## src/rtl/imem_pkg.sv

```systemverilog
// Shared constants and owner encoding for the instruction-memory port arbiter.
package imem_pkg;

  localparam int unsigned IMEM_DEPTH = 64;
  localparam int unsigned ADDR_W     = 16;
  localparam int unsigned DATA_W     = 16;
  localparam int unsigned CNT_W      = 7;

  localparam logic [CNT_W-1:0]  CNT_MAX  = '1;
  localparam logic [DATA_W-1:0] NOP_WORD = 16'h0000;
  localparam logic              RW_READ  = 1'b0;
  localparam logic              RW_WRITE = 1'b1;

  typedef enum logic [1:0] {
    ARB_IDLE  = 2'd0,
    ARB_FETCH = 2'd1,
    ARB_LOAD  = 2'd2
  } arb_state_e;

endpackage

```

## src/rtl/imem_starve_cnt.sv

```systemverilog
// Counts consecutive load transfers while fetch waits; trip_c fires on the
// transfer that reaches LOAD_MAX so the owner hands over right after it.
module imem_starve_cnt #(
  parameter int unsigned LOAD_MAX = 8
) (
  input  logic clk,
  input  logic rst,
  input  logic inc,
  input  logic clr,
  output logic trip_c
);

  localparam int unsigned CW = $clog2(LOAD_MAX + 1);

  logic [CW-1:0] cnt;

  assign trip_c = inc && ((32'(cnt) + 32'd1) >= LOAD_MAX);

  always_ff @(posedge clk or posedge rst) begin
    if (rst) begin
      cnt <= '0;
    end else if (clr) begin
      cnt <= '0;
    end else if (inc && (32'(cnt) < LOAD_MAX)) begin
      cnt <= cnt + CW'(1);
    end
  end

endmodule

```

## src/rtl/imem_port_arbiter.sv

```systemverilog
// Arbitrates the single instruction-memory port between CPU fetch (read) and
// the program loader (write). Define IMEM_ARB_FAIR_EN to bound load bursts.
module imem_port_arbiter
  import imem_pkg::*;
#(
  parameter int unsigned DEPTH    = IMEM_DEPTH,
  parameter int unsigned LOAD_MAX = 8
) (
  input  logic              clk,
  input  logic              rst,
  input  logic              fetch_req,
  input  logic [ADDR_W-1:0] fetch_addr,
  output logic              fetch_gnt,
  output logic              fetch_valid,
  output logic [DATA_W-1:0] fetch_data,
  output logic              fetch_err,
  input  logic              load_req,
  input  logic [ADDR_W-1:0] load_addr,
  input  logic [DATA_W-1:0] load_data,
  output logic              load_gnt,
  output logic              load_err,
  output logic [CNT_W-1:0]  load_count,
  output logic              cpu_hold,
  output logic              mem_rw,
  output logic [ADDR_W-1:0] mem_addr,
  output logic [DATA_W-1:0] mem_wdata,
  input  logic [DATA_W-1:0] mem_rdata
);

  if ((LOAD_MAX < 1) || (DEPTH < 1) || (DEPTH > 65536)) begin : g_param_chk
    $error("imem_port_arbiter: DEPTH must be 1..65536 and LOAD_MAX >= 1");
  end

  arb_state_e state;
  logic       fetch_in_range;
  logic       load_in_range;
  logic       fair_trip;

  assign fetch_in_range = 32'(fetch_addr) < DEPTH;
  assign load_in_range  = 32'(load_addr) < DEPTH;

`ifdef IMEM_ARB_FAIR_EN
  imem_starve_cnt #(
    .LOAD_MAX (LOAD_MAX)
  ) u_starve_cnt (
    .clk    (clk),
    .rst    (rst),
    .inc    (load_gnt & fetch_req),
    .clr    (fetch_gnt | ~fetch_req),
    .trip_c (fair_trip)
  );
`else
  assign fair_trip = 1'b0;
`endif

  // Grants and memory drive follow the current owner combinationally.
  always_comb begin
    fetch_gnt = fetch_req & (state == ARB_FETCH);
    load_gnt  = load_req & (state == ARB_LOAD);
    mem_rw    = RW_READ;
    mem_addr  = '0;
    mem_wdata = NOP_WORD;
    case (state)
      ARB_FETCH: mem_addr = fetch_addr;
      ARB_LOAD: begin
        mem_addr  = load_addr;
        mem_wdata = load_data;
        mem_rw    = (load_gnt && load_in_range) ? RW_WRITE : RW_READ;
      end
      default: ;
    endcase
  end

  assign cpu_hold = load_req | (state == ARB_LOAD);

  always_ff @(posedge clk or posedge rst) begin
    if (rst) begin
      state <= ARB_IDLE;
    end else begin
      case (state)
        ARB_LOAD: begin
          if (load_req && !fair_trip) state <= ARB_LOAD;
          else if (fetch_req)         state <= ARB_FETCH;
          else if (load_req)          state <= ARB_LOAD;
          else                        state <= ARB_IDLE;
        end
        // IDLE and FETCH share the load-first rule
        default: begin
          if (load_req)       state <= ARB_LOAD;
          else if (fetch_req) state <= ARB_FETCH;
          else                state <= ARB_IDLE;
        end
      endcase
    end
  end

  always_ff @(posedge clk or posedge rst) begin
    if (rst) begin
      fetch_valid <= 1'b0;
      fetch_err   <= 1'b0;
      fetch_data  <= NOP_WORD;
      load_err    <= 1'b0;
      load_count  <= '0;
    end else begin
      fetch_valid <= fetch_gnt;
      fetch_err   <= fetch_gnt & ~fetch_in_range;
      if (fetch_gnt) begin
        fetch_data <= fetch_in_range ? mem_rdata : NOP_WORD;
      end
      load_err <= load_gnt & ~load_in_range;
      if (load_gnt && load_in_range && (load_count != CNT_MAX)) begin
        load_count <= load_count + CNT_W'(1);
      end
    end
  end

endmodule

```

## config.mk

```make
export PLATFORM = sky130hd
export DESIGN_NAME = imem_port_arbiter
export DESIGN_NICKNAME = d
export VERILOG_FILES = /design/src/rtl/imem_pkg.sv /design/src/rtl/imem_starve_cnt.sv /design/src/rtl/imem_port_arbiter.sv
export SDC_FILE = /design/constraint.sdc
export NUM_CORES = 1
export LEC_CHECK = 0
export CAP_MARGIN = 20
export CORE_MARGIN = 8
export CORE_UTILIZATION = 34
export CTS_CLUSTER_DIAMETER = 200
export CTS_CLUSTER_SIZE = 24
export DETAILED_ROUTE_END_ITERATION = 10
export PLACE_DENSITY = 0.95
export SLEW_MARGIN = 30
export SYNTH_ARGS = -nofsm -noshare
export SYNTH_HDL_FRONTEND = slang
export SYNTH_HIERARCHICAL = 1
export SYNTH_SLANG_ARGS = --single-unit
export TNS_END_PERCENT = 100
```

## constraint.sdc

```tcl
create_clock -name clk -period 2.66 [get_ports clk]
set_input_delay 0.798 -clock clk [delete_from_list [all_inputs] [get_ports clk]]
set_output_delay 0.798 -clock clk [all_outputs]
set_load 0.02 [all_outputs]
```

==> metrics.md, run 1 <==
| Metric | Value |
|---|---|
| Status | `completed` |
| Initial Util | `35.24%` |
| Critical Path RT | `1.86 ns` |
| Clock power share | `26.6%` |
| H-tree depth | `1` |
| Clk_lat worst skew | `0.27 ns` |
| Hold Path Origin | `fetch_data[7]$_DFFE_PP0P_` |
| Hold Violations, Final | `0` |
| CP endpoint kind | `output port` |
| Worst reg2reg path depth | `9` |
| Final period util | `99.00%` |
| HP Class | `reg2reg` |
| Synth warnings | `6` |
| FP Rows | `24` |
| Fin util | `70.25%` |
| RR Startpoint | `state[0]$_DFF_PP0_` |
| Chip width | `82.95 microns` |
| Tmin final | `2.633 ns` |
| CTS tree | `done` |
| Hold EP | `fetch_data[7]$_DFFE_PP0P_` |
| Layout cells sized above 1 | `13.71%` |
| Clock Tree Buf Depth | `2` |
| Clock-pin transition on the worst setup and hold timing paths | `0.08 ns` |
| Design area | `3038 sq um` |
| Vias/cell | `4.946` |
| CP arrival | `1.84 ns` |
| Area occupied by multi-input gates | `757.0 sq um` |
| Hold Path Depth | `2` |
| Die Span Y | `82.95 microns` |
| Crit-path max FO | `3` |
| Delay-heaviest family, CP | `buffers and inverters` |
| Root Driver | `clkbuf_8` |
| Max IR drop VDD | `372.4 uV` |
| Sequential cell area | `700.7 sq um` |
| Synth Net Count | `248` |
| Top FF cell, synth | `dfrtp_1` |
| Total Power | `0.0009676 W` |
| Reg power frac | `44.5%` |
| Die area | `6881 sq um` |
| First-pass GRT wire length | `9735 microns` |
| Sequential fraction of the synthesis area | `45.98%` |
| Initial antenna violation count | `0` |
| Crit Path Class | `in2out` |
| FF+latch count, synth | `28` |
| Syn Area/Cell | `8.610 sq um` |
| Hold buffer count at cts | `0` |
| RSZ-0062 raised after global routing | `true` |
| Max Slew Vio Count | `0` |
| Routed WL | `6227 microns` |
| Post-route ant nets | `0` |
| Max Clock Freq | `379.7 MHz` |
| Placed Area | `3004 sq um` |
| Setup slack, reg-to-reg | `0.75 ns` |
| CP Launch Type | `input port` |
| GRT overflow | `0` |
| Final setup viols | `0` |
| Layout area overhead | `99.34%` |
| Setup Skew | `0.006319 ns` |
| Least-Margin Pin Slew | `0.4826 ns` |
| Post-synth EDFFs | `0` |
| Rel. slew slack | `67.82%` |
| Number of global-route vias before repair | `1,901` |
| Final net count | `393` |
| Internal power | `0.0007142 W` |
| WL/cell | `16.69 microns` |
| Worst path cell trace | `clkdlybuf4s50_1, buf_4, or2_2, buf_2` |
| DRC viols | `0` |
| Cells after synthesis | `177` |
| GRT Util Overall | `16.81%` |
| Pin count of the biggest net entering global routing | `29` |
| Max-cap viol count | `0` |
| DR vias | `1,845` |
| Unique cell type count in the Yosys netlist | `27` |
| CTS Buf Count | `3` |
| Sw Share | `26.19%` |
| Hold_ws | `0.4734 ns` |
| First-pass iteration count of the detailed router | `4` |
| Ant. Diodes | `0` |
| Slowest CP cell | `clkdlybuf4s50_1` |
| Slowest stage delay, CP | `0.44 ns` |
| Top Ports | `130` |
| FF-to-FF End | `load_count[1]$_DFFE_PP0P_` |
| Sw Pwr | `0.0002534 W` |
| PortBufs | `129` |
| Post-synthesis async set-or-reset flop share | `100.0%` |
| # clock sinks | `28` |
| LEAKAGE | `1.553 nW` |
| Mapped Area | `1524 sq um` |
| Routability Congestion | `0.8206` |
| Worst Path Buf+Inv | `3` |
| Pwr/cell area | `318.5 nW/um^2` |
| Comb pwr share | `29.0%` |
| Detailed Route Iter0 Violations | `43` |
| DP HPWL | `5069 microns` |
| Core area | `4324 sq um` |
| Fill cell count | `347` |
==> layout by cell type, fill, tap and decap left out, types with 5 or more instances in the layout <==
cell             instances
dlygate4sd2_1           28
buf_4                   20
nor2_1                  21
dlymetal6s2s_1           8
nand3_1                 12
clkdlybuf4s50_1         85
nand2_1                 35
a22oi_1                 16
o21ai_0                  5
dfrtp_1                 28
and2_1                  16
==> cell usage after synthesis (3+ instances only) <==
cell type | count | area (sq um)
o21ai_0 | 5 | 25.02
ha_1 | 3 | 37.54
and2_1 | 16 | 100.1
nor4_1 | 3 | 18.77
clkbuf_1 | 9 | 33.78
xor2_1 | 4 | 35.03
nor2_1 | 21 | 78.83
nand3_1 | 12 | 60.06
nand2_1 | 36 | 135.1
inv_1 | 6 | 22.52
a22oi_1 | 16 | 120.1
dfrtp_1 | 28 | 700.7
==> logic make-up (layout without fill, tap and decap cells) <==
group | Yosys count | in the layout | share of synthesized area [%]
muxes | 1 | 1 | 0.7389
buffers and inverters | 17 | 161 | 5.336
and+or+nand+nor | 99 | 99 | 32.10
DFF | 28 | 28 | 45.98
xor gates and xnor gates | 4 | 4 | 2.299
adders and majority gates | 3 | 3 | 2.463
AOI/OAI and AO/OA | 25 | 25 | 11.08
==> power groups by stage <==
| stage | logic, W | registers (W) | clock network (W) |
|---|---|---|---|
| 2_1_floorplan | 0.0000998 | 0.000441 | 0 |
| 3_3_place_gp | 0.000296 | 0.000439 | 0 |
| 3_5_place_dp | 0.000302 | 0.000439 | 0 |
| 4_1_cts | 0.000284 | 0.000430 | 0.000265 |
| 5_1_grt | 0.000299 | 0.000431 | 0.000284 |
| 6_report | 0.000280 | 0.000430 | 0.000257 |
==> area by class of cell <==
type                            count  area share [%]
Multi-Input combinational cell    132           24.92
Timing Repair Buffer              151           47.32
Tap cell                           52           2.142
Sequential cell                    28           23.06
Clock buffer                        4           1.812
Inverter                            6          0.7414
==> state kept, by name, summed over array words and instances (netlist names) <==
signal and flops:
state 2, fetch_data 16, fetch_valid 1, load_err 1, fetch_err 1, load_count 7
==> worst max path at each step <==
stage	cells past startpoint	from	endpoint
5_1_grt	4	fetch_addr[15]	mem_addr[15]
4_1_cts	6	load_addr[9]	mem_rw
3_3_place_gp	6	load_addr[13]	mem_rw
3_5_place_dp	6	load_addr[13]	mem_rw
2_1_floorplan	3	load_addr[10]	mem_rw
6_report	4	load_req	cpu_hold
==> metrics by stage <==
stage	setup TNS [ns]	worst slack, ns	std cells
after floorplan	0	0.2783	177
after global placement	-6.441	-0.7321	368
after detailed placement	-7.124	-0.7341	368
after CTS	-0.2357	-0.2357	372
after global routing	-0.03630	-0.02303	373
final	0	0.02663	373
==> timing repair <==
action / in CTS / in global routing
buffers inserted: 0 / 1
pin swaps: 1 / 3
resized for setup: 51 / 19
setup endpoints to repair: 36 / 11
==> worst reg2reg max path, stage by stage (launching register included) <==
cell and delay [ns]:
dfrtp_1 0.39, inv_1 0.06, ha_1 0.27, nand2_2 0.09
inv_2 0.07, nand4_1 0.14, buf_4 0.17, buf_4 0.14
nor2_1 0.14, mux2_2 0.35
==> routing by layer <==
layer / track usage, % / part of all wire, % / routed length (microns) / vias up
li1: - / - / - / 878
met1: 17.76 / 36 / 2231 / 874
met2: 30.41 / 55 / 3399 / 81
met3: 6.641 / 7.7 / 478 / 12
met4: 3.674 / 1.9 / 118 / 0
met5: 0 / 0 / 0 / -
(Power assumes the default switching activity.)
==> run 2, diff against run 1 <==
--- a/config.mk
+++ b/config.mk
@@ -5,7 +5,7 @@
 export SDC_FILE = /design/constraint.sdc
 export NUM_CORES = 1
 export LEC_CHECK = 0
-export CAP_MARGIN = 20
+export CAP_MARGIN = 15
 export CORE_MARGIN = 8
 export CORE_UTILIZATION = 34
 export CTS_CLUSTER_DIAMETER = 200
==> results of run 2 <==
Same layout as run 1: the final DEF is identical, and so are final timing and power.
